**src/rtl/ac_ctrl_pkg.sv**
```systemverilog
`default_nettype none
// ============================================================================
//  Module      : ac_ctrl_pkg
//  Description : Shared types and constants for the accumulator control unit:
//                FSM state encoding, opcode map, bus-source codes, ALU codes
//                and the packed control-strobe vector.
//  Revision    : 1.0  initial release
// ============================================================================
package ac_ctrl_pkg;

    localparam int IW  = 8;   // opcode width read from the IR
    localparam int BSW = 4;   // bus-source select width

    typedef enum logic [3:0] {
        S_IDLE = 4'd0,
        S_INIT = 4'd1,
        S_F1   = 4'd2,
        S_F2   = 4'd3,
        S_DEC  = 4'd4,
        S_EXEC = 4'd5,   // all single-cycle ops, strobes chosen by ir
        S_LD1  = 4'd6,
        S_LD2  = 4'd7,
        S_LD3  = 4'd8,
        S_ST1  = 4'd9,
        S_ST2  = 4'd10,
        S_HALT = 4'd11,
        S_ERR  = 4'd12
    } state_t;

    localparam logic [IW-1:0] OP_NOP   = 8'h00;
    localparam logic [IW-1:0] OP_CLAC  = 8'h01;
    localparam logic [IW-1:0] OP_INAC  = 8'h02;
    localparam logic [IW-1:0] OP_ADD   = 8'h03;
    localparam logic [IW-1:0] OP_SUB   = 8'h04;
    localparam logic [IW-1:0] OP_MVACR = 8'h05;
    localparam logic [IW-1:0] OP_MVRAC = 8'h06;
    localparam logic [IW-1:0] OP_LDAC  = 8'h07;
    localparam logic [IW-1:0] OP_STAC  = 8'h08;
    localparam logic [IW-1:0] OP_JMP   = 8'h09;
    localparam logic [IW-1:0] OP_JMPZ  = 8'h0A;
    localparam logic [IW-1:0] OP_END   = 8'hFF;

    localparam logic [BSW-1:0] BUS_NONE = 4'd0;
    localparam logic [BSW-1:0] BUS_PC   = 4'd1;
    localparam logic [BSW-1:0] BUS_DR   = 4'd2;
    localparam logic [BSW-1:0] BUS_R    = 4'd3;
    localparam logic [BSW-1:0] BUS_AC   = 4'd4;
    localparam logic [BSW-1:0] BUS_MEM  = 4'd5;

    localparam logic [1:0] ALU_ADD  = 2'd0;
    localparam logic [1:0] ALU_SUB  = 2'd1;
    localparam logic [1:0] ALU_PASS = 2'd2;

    typedef struct packed {
        logic [BSW-1:0] bus_sel;
        logic [1:0]     alu_op;
        logic           ac_write;
        logic           ac_inc;
        logic           ac_clr;
        logic           alu_to_ac;
        logic           r_load;
        logic           ar_load;
        logic           dr_load;
        logic           ir_load;
        logic           pc_load;
        logic           pc_inc;
        logic           pc_clr;
        logic           mem_rd;
        logic           mem_wr;
        logic           busy;
        logic           done;
        logic           err;
    } ctrl_t;

    // Opcodes executed entirely in S_EXEC.
    function automatic logic is_single_cycle(input logic [IW-1:0] op);
        case (op)
            OP_NOP, OP_CLAC, OP_INAC, OP_ADD, OP_SUB,
            OP_MVACR, OP_MVRAC, OP_JMP, OP_JMPZ: is_single_cycle = 1'b1;
            default:                             is_single_cycle = 1'b0;
        endcase
    endfunction

endpackage
`default_nettype wire

```
**src/rtl/ac_ctrl_if.sv**
```systemverilog
`default_nettype none
// ============================================================================
//  Module      : ac_ctrl_if
//  Description : Bundle between the control unit and the datapath.
//                Inputs to the controller : start, ir, z_flag, mem_ready
//                Outputs from controller  : bus_sel, AC/ALU strobes, register
//                loads, PC control, memory strobes, busy/done/err status.
//                master = controller side, slave = datapath side.
//  Revision    : 1.0  initial release
// ============================================================================
interface ac_ctrl_if;
    import ac_ctrl_pkg::*;

    logic                start;
    logic [IW-1:0]       ir;
    logic                z_flag;
    logic                mem_ready;

    logic [BSW-1:0]      bus_sel;
    logic                ac_write;
    logic                ac_inc;
    logic                ac_clr;
    logic                alu_to_ac;
    logic [1:0]          alu_op;
    logic                r_load;
    logic                ar_load;
    logic                dr_load;
    logic                ir_load;
    logic                pc_load;
    logic                pc_inc;
    logic                pc_clr;
    logic                mem_rd;
    logic                mem_wr;
    logic                busy;
    logic                done;
    logic                err;

    modport master (
        input  start, ir, z_flag, mem_ready,
        output bus_sel, ac_write, ac_inc, ac_clr, alu_to_ac, alu_op,
               r_load, ar_load, dr_load, ir_load, pc_load, pc_inc, pc_clr,
               mem_rd, mem_wr, busy, done, err
    );

    modport slave (
        output start, ir, z_flag, mem_ready,
        input  bus_sel, ac_write, ac_inc, ac_clr, alu_to_ac, alu_op,
               r_load, ar_load, dr_load, ir_load, pc_load, pc_inc, pc_clr,
               mem_rd, mem_wr, busy, done, err
    );
endinterface
`default_nettype wire

```
**src/rtl/ac_ctrl_unit_decode.sv**
```systemverilog
`default_nettype none
// ============================================================================
//  Module      : ac_ctrl_decode
//  Description : Combinational strobe table: current state plus ir, z_flag
//                and mem_ready produce the full control vector.
//  Ports       : i_state, i_ir, i_z_flag, i_mem_ready -> o_ctrl
//  Revision    : 1.0  initial release
// ============================================================================
module ac_ctrl_decode
    import ac_ctrl_pkg::*;
(
    input  state_t        i_state,
    input  logic [IW-1:0] i_ir,
    input  logic          i_z_flag,
    input  logic          i_mem_ready,
    output ctrl_t         o_ctrl
);

    always_comb begin
        o_ctrl         = '0;
        o_ctrl.bus_sel = BUS_NONE;
        o_ctrl.alu_op  = ALU_ADD;
        o_ctrl.busy    = !((i_state == S_IDLE) || (i_state == S_HALT) ||
                           (i_state == S_ERR));

        case (i_state)
            S_INIT: begin
                o_ctrl.pc_clr = 1'b1;
                o_ctrl.ac_clr = 1'b1;
            end
            S_F1: begin
                o_ctrl.bus_sel = BUS_PC;
                o_ctrl.ar_load = 1'b1;
            end
            S_F2: begin
                // Read stays asserted through the completing cycle.
                o_ctrl.mem_rd = 1'b1;
                if (i_mem_ready) begin
                    o_ctrl.bus_sel = BUS_MEM;
                    o_ctrl.ir_load = 1'b1;
                    o_ctrl.pc_inc  = 1'b1;
                end
            end
            S_EXEC: begin
                case (i_ir)
                    OP_CLAC:  o_ctrl.ac_clr = 1'b1;
                    OP_INAC:  o_ctrl.ac_inc = 1'b1;
                    OP_ADD: begin
                        o_ctrl.alu_op    = ALU_ADD;
                        o_ctrl.alu_to_ac = 1'b1;
                    end
                    OP_SUB: begin
                        o_ctrl.alu_op    = ALU_SUB;
                        o_ctrl.alu_to_ac = 1'b1;
                    end
                    OP_MVACR: begin
                        o_ctrl.bus_sel = BUS_AC;
                        o_ctrl.r_load  = 1'b1;
                    end
                    OP_MVRAC: begin
                        o_ctrl.bus_sel  = BUS_R;
                        o_ctrl.ac_write = 1'b1;
                    end
                    OP_JMP: begin
                        o_ctrl.bus_sel = BUS_R;
                        o_ctrl.pc_load = 1'b1;
                    end
                    OP_JMPZ: begin
                        if (i_z_flag) begin
                            o_ctrl.bus_sel = BUS_R;
                            o_ctrl.pc_load = 1'b1;
                        end
                    end
                    default: ;  // NOP
                endcase
            end
            S_LD1, S_ST1: begin
                o_ctrl.bus_sel = BUS_R;
                o_ctrl.ar_load = 1'b1;
            end
            S_LD2: begin
                o_ctrl.mem_rd = 1'b1;
                if (i_mem_ready) begin
                    o_ctrl.bus_sel = BUS_MEM;
                    o_ctrl.dr_load = 1'b1;
                end
            end
            S_LD3: begin
                o_ctrl.bus_sel  = BUS_DR;
                o_ctrl.ac_write = 1'b1;
            end
            S_ST2: begin
                o_ctrl.bus_sel = BUS_AC;
                o_ctrl.mem_wr  = 1'b1;
            end
            S_HALT:  o_ctrl.done = 1'b1;
            S_ERR:   o_ctrl.err  = 1'b1;
            default: ;  // IDLE, DEC: no strobes
        endcase
    end

endmodule
`default_nettype wire

```
**src/rtl/ac_ctrl_unit.sv**
```systemverilog
`default_nettype none
// ============================================================================
//  Module      : ac_ctrl_unit
//  Description : Microsequencer for the accumulator machine. Runs the
//                fetch/decode/execute loop and drives every datapath strobe.
//  Ports       : clk, rst (sync, active high)
//                bus (ac_ctrl_if.master): start/ir/z_flag/mem_ready in,
//                bus_sel, AC/ALU, register-load, PC, memory and status out.
//  Revision    : 1.0  initial release
// ============================================================================
module ac_ctrl_unit
    import ac_ctrl_pkg::*;
(
    input  logic          clk,
    input  logic          rst,
    ac_ctrl_if.master     bus
);

    state_t r_state;
    state_t w_next;
    ctrl_t  w_ctrl;

    always_ff @(posedge clk) begin
        if (rst) r_state <= S_IDLE;
        else     r_state <= w_next;
    end

    always_comb begin
        w_next = r_state;
        case (r_state)
            S_IDLE, S_HALT, S_ERR: if (bus.start) w_next = S_INIT;
            S_INIT: w_next = S_F1;
            S_F1:   w_next = S_F2;
            S_F2:   if (bus.mem_ready) w_next = S_DEC;
            S_DEC: begin
                case (bus.ir)
                    OP_END:  w_next = S_HALT;
                    OP_LDAC: w_next = S_LD1;
                    OP_STAC: w_next = S_ST1;
                    default: w_next = is_single_cycle(bus.ir) ? S_EXEC : S_ERR;
                endcase
            end
            S_EXEC: w_next = S_F1;
            S_LD1:  w_next = S_LD2;
            S_LD2:  if (bus.mem_ready) w_next = S_LD3;
            S_LD3:  w_next = S_F1;
            S_ST1:  w_next = S_ST2;
            S_ST2:  if (bus.mem_ready) w_next = S_F1;
            default: w_next = S_IDLE;
        endcase
    end

    ac_ctrl_decode u_decode (
        .i_state     (r_state),
        .i_ir        (bus.ir),
        .i_z_flag    (bus.z_flag),
        .i_mem_ready (bus.mem_ready),
        .o_ctrl      (w_ctrl)
    );

    assign bus.bus_sel   = w_ctrl.bus_sel;
    assign bus.ac_write  = w_ctrl.ac_write;
    assign bus.ac_inc    = w_ctrl.ac_inc;
    assign bus.ac_clr    = w_ctrl.ac_clr;
    assign bus.alu_to_ac = w_ctrl.alu_to_ac;
    assign bus.alu_op    = w_ctrl.alu_op;
    assign bus.r_load    = w_ctrl.r_load;
    assign bus.ar_load   = w_ctrl.ar_load;
    assign bus.dr_load   = w_ctrl.dr_load;
    assign bus.ir_load   = w_ctrl.ir_load;
    assign bus.pc_load   = w_ctrl.pc_load;
    assign bus.pc_inc    = w_ctrl.pc_inc;
    assign bus.pc_clr    = w_ctrl.pc_clr;
    assign bus.mem_rd    = w_ctrl.mem_rd;
    assign bus.mem_wr    = w_ctrl.mem_wr;
    assign bus.busy      = w_ctrl.busy;
    assign bus.done      = w_ctrl.done;
    assign bus.err       = w_ctrl.err;

endmodule
`default_nettype wire

```
**src/flat_wrapper.sv**
```systemverilog
// flat-port wrapper written by rule: the top's interface ports become plain ports
module ac_ctrl_unit_flat import ac_ctrl_pkg::*;
  (clk, rst, bus_start, bus_ir, bus_z_flag, bus_mem_ready, bus_bus_sel, bus_ac_write, bus_ac_inc, bus_ac_clr, bus_alu_to_ac, bus_alu_op, bus_r_load, bus_ar_load, bus_dr_load, bus_ir_load, bus_pc_load, bus_pc_inc, bus_pc_clr, bus_mem_rd, bus_mem_wr, bus_busy, bus_done, bus_err);
  ac_ctrl_if bus_i ();
  input  logic clk;
  input  logic rst;
  input wire logic [$bits(bus_i.start)-1:0] bus_start;
  input wire logic [$bits(bus_i.ir)-1:0] bus_ir;
  input wire logic [$bits(bus_i.z_flag)-1:0] bus_z_flag;
  input wire logic [$bits(bus_i.mem_ready)-1:0] bus_mem_ready;
  output wire logic [$bits(bus_i.bus_sel)-1:0] bus_bus_sel;
  output wire logic [$bits(bus_i.ac_write)-1:0] bus_ac_write;
  output wire logic [$bits(bus_i.ac_inc)-1:0] bus_ac_inc;
  output wire logic [$bits(bus_i.ac_clr)-1:0] bus_ac_clr;
  output wire logic [$bits(bus_i.alu_to_ac)-1:0] bus_alu_to_ac;
  output wire logic [$bits(bus_i.alu_op)-1:0] bus_alu_op;
  output wire logic [$bits(bus_i.r_load)-1:0] bus_r_load;
  output wire logic [$bits(bus_i.ar_load)-1:0] bus_ar_load;
  output wire logic [$bits(bus_i.dr_load)-1:0] bus_dr_load;
  output wire logic [$bits(bus_i.ir_load)-1:0] bus_ir_load;
  output wire logic [$bits(bus_i.pc_load)-1:0] bus_pc_load;
  output wire logic [$bits(bus_i.pc_inc)-1:0] bus_pc_inc;
  output wire logic [$bits(bus_i.pc_clr)-1:0] bus_pc_clr;
  output wire logic [$bits(bus_i.mem_rd)-1:0] bus_mem_rd;
  output wire logic [$bits(bus_i.mem_wr)-1:0] bus_mem_wr;
  output wire logic [$bits(bus_i.busy)-1:0] bus_busy;
  output wire logic [$bits(bus_i.done)-1:0] bus_done;
  output wire logic [$bits(bus_i.err)-1:0] bus_err;
  assign bus_i.start = bus_start;
  assign bus_i.ir = bus_ir;
  assign bus_i.z_flag = bus_z_flag;
  assign bus_i.mem_ready = bus_mem_ready;
  assign bus_bus_sel = bus_i.bus_sel;
  assign bus_ac_write = bus_i.ac_write;
  assign bus_ac_inc = bus_i.ac_inc;
  assign bus_ac_clr = bus_i.ac_clr;
  assign bus_alu_to_ac = bus_i.alu_to_ac;
  assign bus_alu_op = bus_i.alu_op;
  assign bus_r_load = bus_i.r_load;
  assign bus_ar_load = bus_i.ar_load;
  assign bus_dr_load = bus_i.dr_load;
  assign bus_ir_load = bus_i.ir_load;
  assign bus_pc_load = bus_i.pc_load;
  assign bus_pc_inc = bus_i.pc_inc;
  assign bus_pc_clr = bus_i.pc_clr;
  assign bus_mem_rd = bus_i.mem_rd;
  assign bus_mem_wr = bus_i.mem_wr;
  assign bus_busy = bus_i.busy;
  assign bus_done = bus_i.done;
  assign bus_err = bus_i.err;
  ac_ctrl_unit u_core (.clk(clk), .rst(rst), .bus(bus_i));
endmodule
```
**config.mk**
```make
export PLATFORM = sky130hd
export DESIGN_NAME = ac_ctrl_unit_flat
export DESIGN_NICKNAME = d
export VERILOG_FILES = /design/src/rtl/ac_ctrl_pkg.sv /design/src/rtl/ac_ctrl_if.sv /design/src/rtl/ac_ctrl_unit_decode.sv /design/src/rtl/ac_ctrl_unit.sv /design/src/flat_wrapper.sv
export SDC_FILE = /design/constraint.sdc
export NUM_CORES = 1
export LEC_CHECK = 0
export BUFFER_PORTS_ARGS = -buffer_cell sky130_fd_sc_hd__buf_2
export CORE_MARGIN = 3
export CORE_UTILIZATION = 40
export CTS_BUF_LIST = sky130_fd_sc_hd__clkbuf_8
export DETAILED_ROUTE_END_ITERATION = 8
export PLACE_DENSITY = 0.82
export SYNTH_ARGS = -nofsm -noshare
export SYNTH_HDL_FRONTEND = slang
export SYNTH_SLANG_ARGS = --single-unit
```
**constraint.sdc**
```tcl
create_clock -name clk -period 1.5 [get_ports clk]
set_input_delay 0.3 -clock clk [delete_from_list [all_inputs] [get_ports clk]]
set_output_delay 0.3 -clock clk [all_outputs]
set_load 0.05 [all_outputs]
```
==> flow_metrics.tcl, run 1 <==
set metrics [dict create \
    status "stopped before the end" \
    failed_stage "global routing" \
    firstError "[ERROR DPL-0038] Utilization greater than 100%, impossible to legalize" \
    initial_core_util_pct 44.2 \
    htree_num_levels 1 \
    cts_buffer_depth 2 \
    cts_buffers 3 \
    postSynthCellCount 116 \
    place_congestion 0.908 \
    post_dp_cell_area_sq_um 1360 \
    place_ws_ps -450 \
    ys_warn_count 0 \
    postGrtWorstEndpoint "bus_alu_to_ac" \
    clkSinkCount 4 \
    yosysUniqueCellTypes 51 \
    synth-seq-cells 4 \
    synth_edf_count 0 \
    place_inst 199 \
    io_buffers 32 \
    syn_area_sq_um 797 \
    ys_seq_area_share_pct 10.0 \
    dp_hpwl_microns 2260 \
    num_rows 15 \
    async_flop_share_pct 0 \
    post_synth.cell_area_avg_sq_um 6.87 \
    ys.flop_type "dfxtp_1" \
    die_height_microns 50.6 \
    grt_max_degree 11 \
    cts_root_buffer "clkbuf_8" \
    endpoint_type "top-level output" \
    die_w_microns 50.6 \
    ios 35 \
]
timing repair:
| action | CTS |
|---|---|
| setup buffers | 12 |
| cloned | 1 |
| endpoints found under the setup margin | 22 |
| hold buffers | 0 |
| endpoints found under the hold margin | 0 |
| pin swaps | 13 |
| gates resized for setup | 70 |
cells in the mapped netlist (all sizes together) (2+ instances only):
master,instances,area [sq um]
buf,7,48.8
nand2b,5,33.8
a2111oi,2,17.5
nor2,13,48.8
nand2,11,41.3
a21oi,5,25.0
or3,2,12.5
ha,5,62.6
nor4b,2,17.5
nor4,2,27.5
dfxtp,4,80.1
nor3b,2,20.0
clkbuf,4,15.0
nor2b,3,18.8
nand3,2,10.0
nand4,2,12.5
a211oi,3,22.5
and3b,3,26.3
o21ai,5,25.0
inv,6,22.5
nor3,4,20.0
kinds of logic after synthesis:
logic type / synth area share, %
AOI/OAI and AO/OA: 25.6
xor gates and xnor gates: 1.10
adders and majority gates: 7.85
buffers and inverters: 10.8
DFF: 10.0
other: 0.471
and+or+nand+nor: 44.1
through the flow:
stage | hold WS (ps) | util [%]
3_5_place_dp | 585 | 75.3
2_1_floorplan | 400 | -
4_1_cts | 354 | 97.6
3_3_place_gp | 584 | 75.3
==> run 2: changes to the inputs <==
Settings changed: CORE_AREA from default to 3 3 64 66, CORE_MARGIN 3 to default, CORE_UTILIZATION 40 to default, CTS_BUF_LIST sky130_fd_sc_hd__clkbuf_8 to default, DIE_AREA from default to 0 0 67 69, PLACE_DENSITY 0.82 to default, PLACE_DENSITY_LB_ADDON from default to 0.15.
Clock period 1.5 ns to 1.95 ns, I/O delays scaled along.
==> run 2 against run 1 <==
  * The flow now finishes, with violations (negative setup slack)
  * Area after synthesis did not move
  * Synthesized cell count unchanged
==> flow_metrics.tcl, run 2 <==
set metrics [dict create \
    io_buffers 32 \
    grt_pass1_wl_microns 4490 \
    p_total_uw 644 \
    first_pass_iters 5 \
    post_dp_cell_area_sq_um 1170 \
    worstMarginPinSlew_ps 506 \
    grt_max_degree 16 \
    hold-worst-slack_ps 464 \
    cts_buffers 3 \
    finalSetupViolCount 4 \
    final_cell_mix "buf_2 (20), buf_4 (19), buf_6 (12)" \
    place_inst 204 \
    slew_violations 0 \
    path_clk_slew_ps 30 \
    largest_reg_flops 4 \
    layout-drive-gt1-share_pct 49.4 \
    worst-r2r-setup-slack_ps 320 \
    rsz0062_at_grt "yes" \
    r2r-end "u_core.r_state[1]" \
    viasPerCell 4.82 \
    rr_startpoint "u_core.r_state[0]" \
    die_w_microns 67 \
    worstHoldPathCells 2 \
    synthTopCellsByCount "nor2_1 (13), nand2_1 (11), inv_1 (6)" \
    vdd_drop_max_uv 148 \
    cp_data_arrival_time_ps 1590 \
    die_height_microns 69 \
    ios 35 \
    ys_warn_count 0 \
    hold_viol 0 \
    hold_class "in2reg" \
    multi_input_area_sq_um 761 \
    critPathLaunchType "input pin" \
    ant_nets 0 \
    power.leakage_nw 0.589 \
    fin_util_pct 37.8 \
    fin_ws_ps -28.7 \
    status "finished with violations" \
    top_register "u_core.r_state" \
    core_sq_um 3630 \
    instances_no_fill 210 \
    min_to "u_core.r_state[0]" \
    yosysMostFrequentCell "nor2_1" \
    initial_core_util_pct 21.9 \
    synth.area.top_cells "dfxtp_1 (10%), ha_1 (7.8%), nor2_1 (6.1%), nand2_1 (5.2%), and3b_1 (3.3%)" \
    worstHoldStart "rst" \
    async_flop_share_pct 0 \
    clkSinkCount 4 \
    synth_edf_count 0 \
    layout_commonest_cell "buf_2" \
    vias 1012 \
    finalCriticalPeriod_ps 1980 \
    synth-seq-cells 4 \
    cp_max_fo 4 \
    end_kind "output pin" \
    final.setup.tns_ps -49.3 \
    cts_buffer_depth 2 \
    drt_iter0_markers 38 \
    grt_overflow 0 \
    yosysUniqueCellTypes 51 \
    maxCapViolCount 0 \
    htree_num_levels 1 \
    syn_to_final_growth_pct 72.2 \
    worstSetupPathType "in2out" \
    antenna_found_initial 0 \
    relSlewSlack_pct 65.4 \
    cts_tree "yes" \
    diodes 0 \
    seqCellArea_sq_um 80.1 \
    post_synth.cell_area_avg_sq_um 6.87 \
    syn_area_sq_um 797 \
    power_density_nw_per_um2 469 \
    violations "negative setup slack" \
    ys.flop_type "dfxtp_1" \
    synth.largest_area_cell "dfxtp_1" \
    postSynthCellCount 116 \
    reg_top3 "u_core.r_state (4)" \
    finalInstanceArea_sq_um 1370 \
    fill_cells 410 \
    grtUsageTotal_pct 11.8 \
    fin_skew_ps 0.726 \
    ys_seq_area_share_pct 10.0 \
    fp.dieArea_sq_um 4620 \
    final_nets 182 \
    place_congestion 0.824 \
    dp_hpwl_microns 2230 \
    finalCritPeriodShare_pct 101 \
    num_rows 22 \
    crit_start "bus_ir[6]" \
    place_ws_ps -233 \
    grt_pass1_vias 979 \
    wl_per_cell_microns 12.9 \
    cts_root_buffer "clkbuf_8" \
    routed_wl_microns 2710 \
    required_ps 1560 \
    reg2regPathDepth 5 \
    postCtsHoldBufs 0 \
    drc_errors 0 \
    fmax_mhz 505 \
    clock_latency_ps 210 \
    yosysTopAreaCellShare_pct 10.0 \
]
## run 2: critical path, stage by stage
cell and delay (ps):
buf_8 100, nor4_4 290, nand4_1 150, buf_6 160, nor3_2 160, and2_4 180
buf_6 150
## run 2: layout make-up
cell class / count / share of cell area (%)
sequential: 4 / 5.83
timing repair buffer: 53 / 29.7
multi-input combinational: 96 / 55.4
clock buffer: 3 / 3.01
inverter: 6 / 1.64
tap: 48 / 4.38
## run 2: per-layer routing
| metal | track usage, % | part of all wire [%] | wire (microns) |
|---|---|---|---|
| met5 | 0 | 0 | 0 |
| met4 | 4.05 | 1.3 | 35 |
| met3 | 0 | 4.1 | 111 |
| met2 | 19.1 | 50 | 1370 |
| met1 | 16.6 | 44 | 1200 |
## run 2: what timing repair did
item	in CTS	in global routing
endpoints found under the setup margin	10	10
setup buffers	2	1
gates resized for setup	30	6
cloned	0	0
pin swaps	4	2
## run 2: worst max path at each step
stage | end | slack (ps) | cells after the start
2_1_floorplan | bus_alu_to_ac | -240 | 3
3_3_place_gp | bus_ac_inc | -180 | 6
3_5_place_dp | bus_ac_inc | -230 | 6
4_1_cts | bus_bus_sel[2] | -40 | 7
5_1_grt | bus_ac_inc | -80 | 7
6_report | bus_ac_inc | -30 | 7
## run 2: power breakdown
part           internal (mW)  switching, mW  leakage (nW)
clock network          0.131         0.0367        0.0216
logic                  0.138          0.242         0.534
registers             0.0908        0.00618        0.0328
## run 2: kinds of logic after synthesis
| kind of cell | Yosys count | synth area share (%) |
|---|---|---|
| flops | 4 | 10.0 |
| buf+inv | 17 | 10.8 |
| compound gates | 29 | 25.6 |
| other cells | 1 | 0.471 |
| simple gates | 59 | 44.1 |
| xor+xnor | 1 | 1.10 |
| fa+ha+maj | 5 | 7.85 |
Note: power is estimated with default switching activity, not from simulation.
==> run 3: changes to the inputs <==
Settings changed: ABC_AREA from default to 1.
==> run 3 against run 2 <==
  * The run now ends clean
  * Power rose by 74%
  * Maximum frequency rose by 5.7%
  * Via count fell by 9.1%
  * Routed wire length fell by 19%
  * Cell count rose by 3.3%
  * Sequential share of layout area rose by 1.3 points
  * Register-to-register slack improved by 200 ps
  * Non-clock buffer count fell by 15
  * Synthesized cell count rose by 14%
  * Combinational power rose by 120%
  * Critical path type is now reg2out
  * Largest cell class unchanged
==> flow_metrics.tcl, run 3 <==
set metrics [dict create \
    vdd_drop_max_uv 251 \
    die_height_microns 69 \
    cts_root_buffer "clkbuf_8" \
    syn_area_sq_um 758 \
    io_buffers 32 \
    grt_pass1_wl_microns 3570 \
    layout-drive-gt1-share_pct 42.0 \
    async_flop_share_pct 0 \
    finalCriticalPeriod_ps 1870 \
    cts_buffer_depth 2 \
    grt_overflow 0 \
    slew_violations 0 \
    num_rows 22 \
    final.setup.tns_ps 0 \
    grtUsageTotal_pct 9.25 \
    clock_latency_ps 210 \
    fill_cells 420 \
    finalSetupViolCount 0 \
    finalInstanceArea_sq_um 1140 \
    final_cell_mix "nand2_1 (35), buf_2 (23), inv_1 (16)" \
    cts_tree "yes" \
    finalCritPeriodShare_pct 96.0 \
    min_to "u_core.r_state[1]" \
    worstHoldPathCells 2 \
    htree_num_levels 1 \
    fin_util_pct 31.4 \
    hold_viol 0 \
    yosysUniqueCellTypes 27 \
    hold_class "in2reg" \
    largest_reg_flops 4 \
    first_pass_iters 4 \
    place_ws_ps 26.1 \
    place_congestion 0.814 \
    critPathLaunchType "flop" \
    clkSinkCount 4 \
    worst-r2r-setup-slack_ps 520 \
    maxCapViolCount 0 \
    ys.flop_type "dfxtp_1" \
    synth_top_family_by_area "simple AND/OR/NAND/NOR gates" \
    core_sq_um 3630 \
    reg2regPathDepth 9 \
    synthTopCellsByCount "nand2_1 (37), nor2_1 (20), inv_1 (17)" \
    drt_iter0_markers 38 \
    syn_to_final_growth_pct 50.5 \
    r2r-end "u_core.r_state[2]" \
    drc_errors 0 \
    routed_wl_microns 2200 \
    power_density_nw_per_um2 983 \
    grt_max_degree 9 \
    diodes 0 \
    ant_nets 0 \
    dp_hpwl_microns 1890 \
    hold-worst-slack_ps 384 \
    antenna_found_initial 0 \
    synth_edf_count 0 \
    final_nets 189 \
    layout_commonest_cell "nand2_1" \
    vias 920 \
    synth.area.top_cells "nand2_1 (18%), dfxtp_1 (11%), nor2_1 (9.9%), inv_1 (8.4%), ha_1 (8.3%)" \
    synth_compound_area_share_pct 12.4 \
    cp_max_fo 4 \
    postSynthCellCount 132 \
    wl_per_cell_microns 10.1 \
    viasPerCell 4.24 \
    synth_simple_gate_area_share_pct 52.8 \
    grt_pass1_vias 869 \
    top_register "u_core.r_state" \
    ios 35 \
    required_ps 1560 \
    cp_data_arrival_time_ps 1480 \
    fin_skew_ps 0.245 \
    synth_fa_ha_area_share_pct 8.25 \
    yosysMostFrequentCell "nand2_1" \
    synth-seq-cells 4 \
    fp.dieArea_sq_um 4620 \
    postCtsHoldBufs 0 \
    fin_ws_ps 77.4 \
    synth.largest_area_cell "nand2_1" \
    fmax_mhz 534 \
    status "completed" \
    rr_startpoint "u_core.r_state[3]" \
    post_synth.cell_area_avg_sq_um 5.74 \
    initial_core_util_pct 20.9 \
    ys_seq_area_share_pct 10.6 \
    die_w_microns 67 \
    yosysTopAreaCellShare_pct 18.3 \
    post_dp_cell_area_sq_um 1030 \
    end_kind "output pin" \
    cts_buffers 3 \
    power.leakage_nw 0.599 \
    reg_top3 "u_core.r_state (4)" \
    path_clk_slew_ps 30 \
    synth-xor-area-share_pct 0 \
    worstHoldStart "rst" \
    synthMuxAreaShare_pct 0 \
    rsz0062_at_grt "no" \
    ys_warn_count 0 \
    worstSetupPathType "reg2out" \
]
[run 3: cell count changes after synthesis, sizes merged, moves of 4 or more]
cell | before | now
nand3 | 2 | 11
nor2 | 13 | 24
inv | 6 | 17
nand2b | 5 | 0
nand2 | 11 | 41
clkbuf | 4 | 0
[run 3: worst max path at each step]
stage,cells past startpoint,start,slack (ps),to
global route,11,bus_ir[4],1,bus_bus_sel[1]
finish,7,u_core.r_state[2],80,bus_bus_sel[2]
CTS,7,u_core.r_state[2],20,bus_bus_sel[2]
detailed placement,11,bus_ir[4],30,bus_bus_sel[1]
floorplan,5,u_core.r_state[1],-10,bus_bus_sel[0]
global placement,7,bus_ir[1],60,bus_bus_sel[2]
[run 3: kinds of logic (layout without fill, tap and decap cells)]
kind of cell             Yosys count  in the layout
adder cells (fa/ha/maj)            5              5
AND/OR/NAND/NOR                   83             83
flip-flops                         4              4
other                              1              2
AO/OA/AOI/OAI                     16             16
buffers and inverters             23             59
[run 3: power breakdown]
group	internal [mW]	switching [mW]
sequential	0.106	0.0250
clock	0.131	0.0406
combinational	0.243	0.576
[run 3: through the flow]
| step | total power, mW | instances |
|---|---|---|
| after floorplan | 0.755 | 133 |
| after global placement | 0.909 | 213 |
| after detailed placement | 0.903 | 213 |
| after CTS | 1.09 | 216 |
| after global routing | 1.21 | 217 |
| final | 1.12 | 217 |
[run 3: metal layers]
metal	global-route usage [%]	part of all wire (%)	vias to the layer above
met4	0.676	0	0
met2	16.4	49	22
met3	1.47	5.2	0
met5	0	0	-
met1	12.0	45	409
li1	-	-	489
[run 3: worst max-delay path: stages (launching register included)]
cell and delay [ps]:
dfxtp_2 320, inv_1 60, or2_4 240, nor2_4 170, nand2_4 100, nor2_4 130, a211o_4 110, buf_8 130
[run 3: what timing repair did]
item / CTS / global route
setup buffers: 0 / 1
endpoints found under the hold margin: 0 / 0
gates resized for setup: 5 / 17
endpoints found under the setup margin: 4 / 9
pin swaps: 0 / 1
[run 3: cell type report]
class	count	area [sq um]	share of cell area (%)
clock buffer	3	41.3	3.62
inverter	18	72.6	6.36
multi-input combinational	106	639	56.0
sequential	4	81.3	7.13
tap	48	60.1	5.26
timing repair buffer	38	246	21.6
==> run 4: changes to the inputs <==
Settings changed: SYNTH_HIERARCHICAL from default to 1.
==> run 4 against run 3 <==
  * Sequential power increased by 9%
  * Worst hold slack got worse by 5.9 ps
  * Clock power about the same
  * Cell area up 3.0%
  * First-iteration DRC count grew 29%
  * Routed wire length grew 0.86%
  * Utilization grew 0.93 points
  * Register-to-register slack better by 40 ps
  * Setup slack gained 16 ps
  * Sequential cell count unchanged
  * Largest cell class unchanged
  * Largest power group unchanged
==> flow_metrics.tcl, run 4 <==
set metrics [dict create \
    postCtsHoldBufs 0 \
    p_seq_share_pct 12.8 \
    worst-r2r-setup-slack_ps 560 \
    fmax_mhz 539 \
    syn_to_final_growth_pct 47.2 \
    synth_top_family_by_area "simple AND/OR/NAND/NOR gates" \
    cp_data_arrival_time_ps 1470 \
    antenna_found_initial 0 \
    slew_violations 0 \
    fp.dieArea_sq_um 4620 \
    yosysMostFrequentCell "nand2_1" \
    multi_input_area_sq_um 623 \
    fin_util_pct 32.3 \
    path_clk_slew_ps 30 \
    synthTopCellsByCount "nand2_1 (34), inv_1 (28), nor2_1 (23)" \
    clock_power_share_pct 15.3 \
    path_cells "buf_4 > nor2_4 > nand2_4 > nor2_8 > nand2_2 > nor2_2 > buf_2" \
    seqCellArea_sq_um 83.8 \
    clock_latency_ps 210 \
    hold-worst-slack_ps 378 \
    synth_fa_ha_area_share_pct 3.13 \
    synth_edf_count 0 \
    cts_tree "yes" \
    final_cell_mix "nand2_1 (33), inv_1 (28), buf_2 (23)" \
    final_nets 201 \
    ys.flop_type "dfxtp_1" \
    switchingPower_uw 635 \
    synth.largest_area_cell "nand2_1" \
    yosysUniqueCellTypes 27 \
    largest_reg_flops 4 \
    synth-xor-area-share_pct 0 \
    layout_commonest_cell "nand2_1" \
    viasPerCell 4.34 \
    io_buffers 32 \
    routed_wl_microns 2220 \
    worstSetupPathType "reg2out" \
    num_rows 22 \
    drc_errors 0 \
    reg_top3 "u_core/r_state (4)" \
    grt_pass1_vias 861 \
    ant_nets 0 \
    cp_max_fo 6 \
    clkSinkCount 4 \
    drt_iter0_markers 49 \
    grtUsageTotal_pct 9.25 \
    power_density_nw_per_um2 951 \
    initial_core_util_pct 22.0 \
    postSynthCellCount 145 \
    ys_warn_count 6 \
    hold_class "in2reg" \
    cts_buffers 3 \
    synth_simple_gate_area_share_pct 49.1 \
    synth-seq-cells 4 \
    synth_compound_area_share_pct 19.9 \
    netSwitchingFraction_pct 56.8 \
    yosysTopAreaCellShare_pct 16.0 \
    pwr-share-comb_pct 71.9 \
    p_int_uw 482 \
    vdd_drop_max_uv 191 \
    diodes 0 \
    fin_skew_ps 1.66 \
    fill_cells 412 \
    hold_viol 0 \
    grt_overflow 0 \
    place_congestion 0.854 \
    top_register "u_core/r_state" \
    cts_buffer_depth 2 \
    synthMuxAreaShare_pct 0 \
    post_synth.cell_area_avg_sq_um 5.51 \
    ys_seq_area_share_pct 10.0 \
    maxCapViolCount 0 \
    cpMaxStageDelayCell "dfxtp_2" \
    required_ps 1560 \
    die_w_microns 67 \
    cts_root_buffer "clkbuf_8" \
    finalSetupViolCount 0 \
    grt_pass1_wl_microns 3510 \
    finalCriticalPeriod_ps 1860 \
    power.leakage_nw 0.688 \
    synth.area.top_cells "nand2_1 (16%), inv_1 (13%), nor2_1 (11%), dfxtp_1 (10%), nand3_1 (4.4%)" \
    finalCritPeriodShare_pct 95.2 \
    ios 35 \
    vias 1007 \
    slowest_delay_ps 340 \
    critPathLaunchType "flop" \
    wl_per_cell_microns 9.56 \
    syn_area_sq_um 798 \
    status "completed" \
    end_kind "output pin" \
    first_pass_iters 4 \
    htree_num_levels 1 \
    layout-drive-gt1-share_pct 39.1 \
    rsz0062_at_grt "no" \
    async_flop_share_pct 0 \
    dp_hpwl_microns 1860 \
    grt_max_degree 8 \
    core_sq_um 3630 \
    die_height_microns 69 \
]
## run 4: logic make-up after synthesis
logic type / Yosys count
AND/OR/NAND/NOR: 80
buffers and inverters: 34
AO/OA/AOI/OAI: 24
flip-flops: 4
adder cells (fa/ha/maj): 2
other: 1
## run 4: layout make-up
class,count,area share [%]
well taps,48,5.11
repair buffers,38,21.3
clock buffers,3,3.51
inverters,31,9.90
multi-input cells,108,53.0
flip-flops and latches,4,7.14
## run 4: worst max-delay path: cells and delay by family, from the launching register on
family	cells	cell delay [ps]
AND/OR/NAND/NOR	5	500
flip-flops	1	340
buffers and inverters	2	420
## run 4: stage by stage
stage | setup slack, ps | instances | power [mW] | area, sq um | TNS, ps
floorplan | -179 | 146 | 0.737 | 838 | -311
global placement | 163 | 229 | 0.922 | 1080 | 0
detailed placement | 141 | 229 | 0.921 | 1080 | 0
CTS | 15.3 | 232 | 1.12 | 1140 | 0
global route | 12.3 | 232 | 1.21 | 1170 | 0
finish | 93.1 | 232 | 1.12 | 1170 | 0
## run 4: power by group through the flow
stage	Combinational, mW	Sequential [mW]	Clock, mW
after floorplan	0.581	0.157	0
after global placement	0.781	0.141	0
after detailed placement	0.780	0.142	0
after CTS	0.796	0.144	0.178
after global routing	0.872	0.150	0.187
final	0.803	0.143	0.171
## run 4: timing repair
action	4_1_cts	5_1_grt
endpoints found under the hold margin	0	0
resized for setup	9	10
setup endpoints to repair	8	10
buffers inserted	0	0
pin swaps	0	2
## run 4: path summary, 6_finish.rpt
path | cells after the start | to | from
max | 7 | bus_ac_inc | u_core/r_state[3]
min | 2 | u_core/r_state[0] | rst
max reg2reg | 8 | u_core/r_state[1] | u_core/r_state[3]
min reg2reg | 3 | u_core/r_state[3] | u_core/r_state[3]
## run 4: metal layers
metal / up-vias / wire, microns / global-route usage, %
li1: 528 / - / -
met1: 441 / 1020 / 12.5
met2: 36 / 1060 / 15.1
met3: 2 / 127 / 1.95
met4: 0 / 21 / 1.58
met5: - / 0 / 0
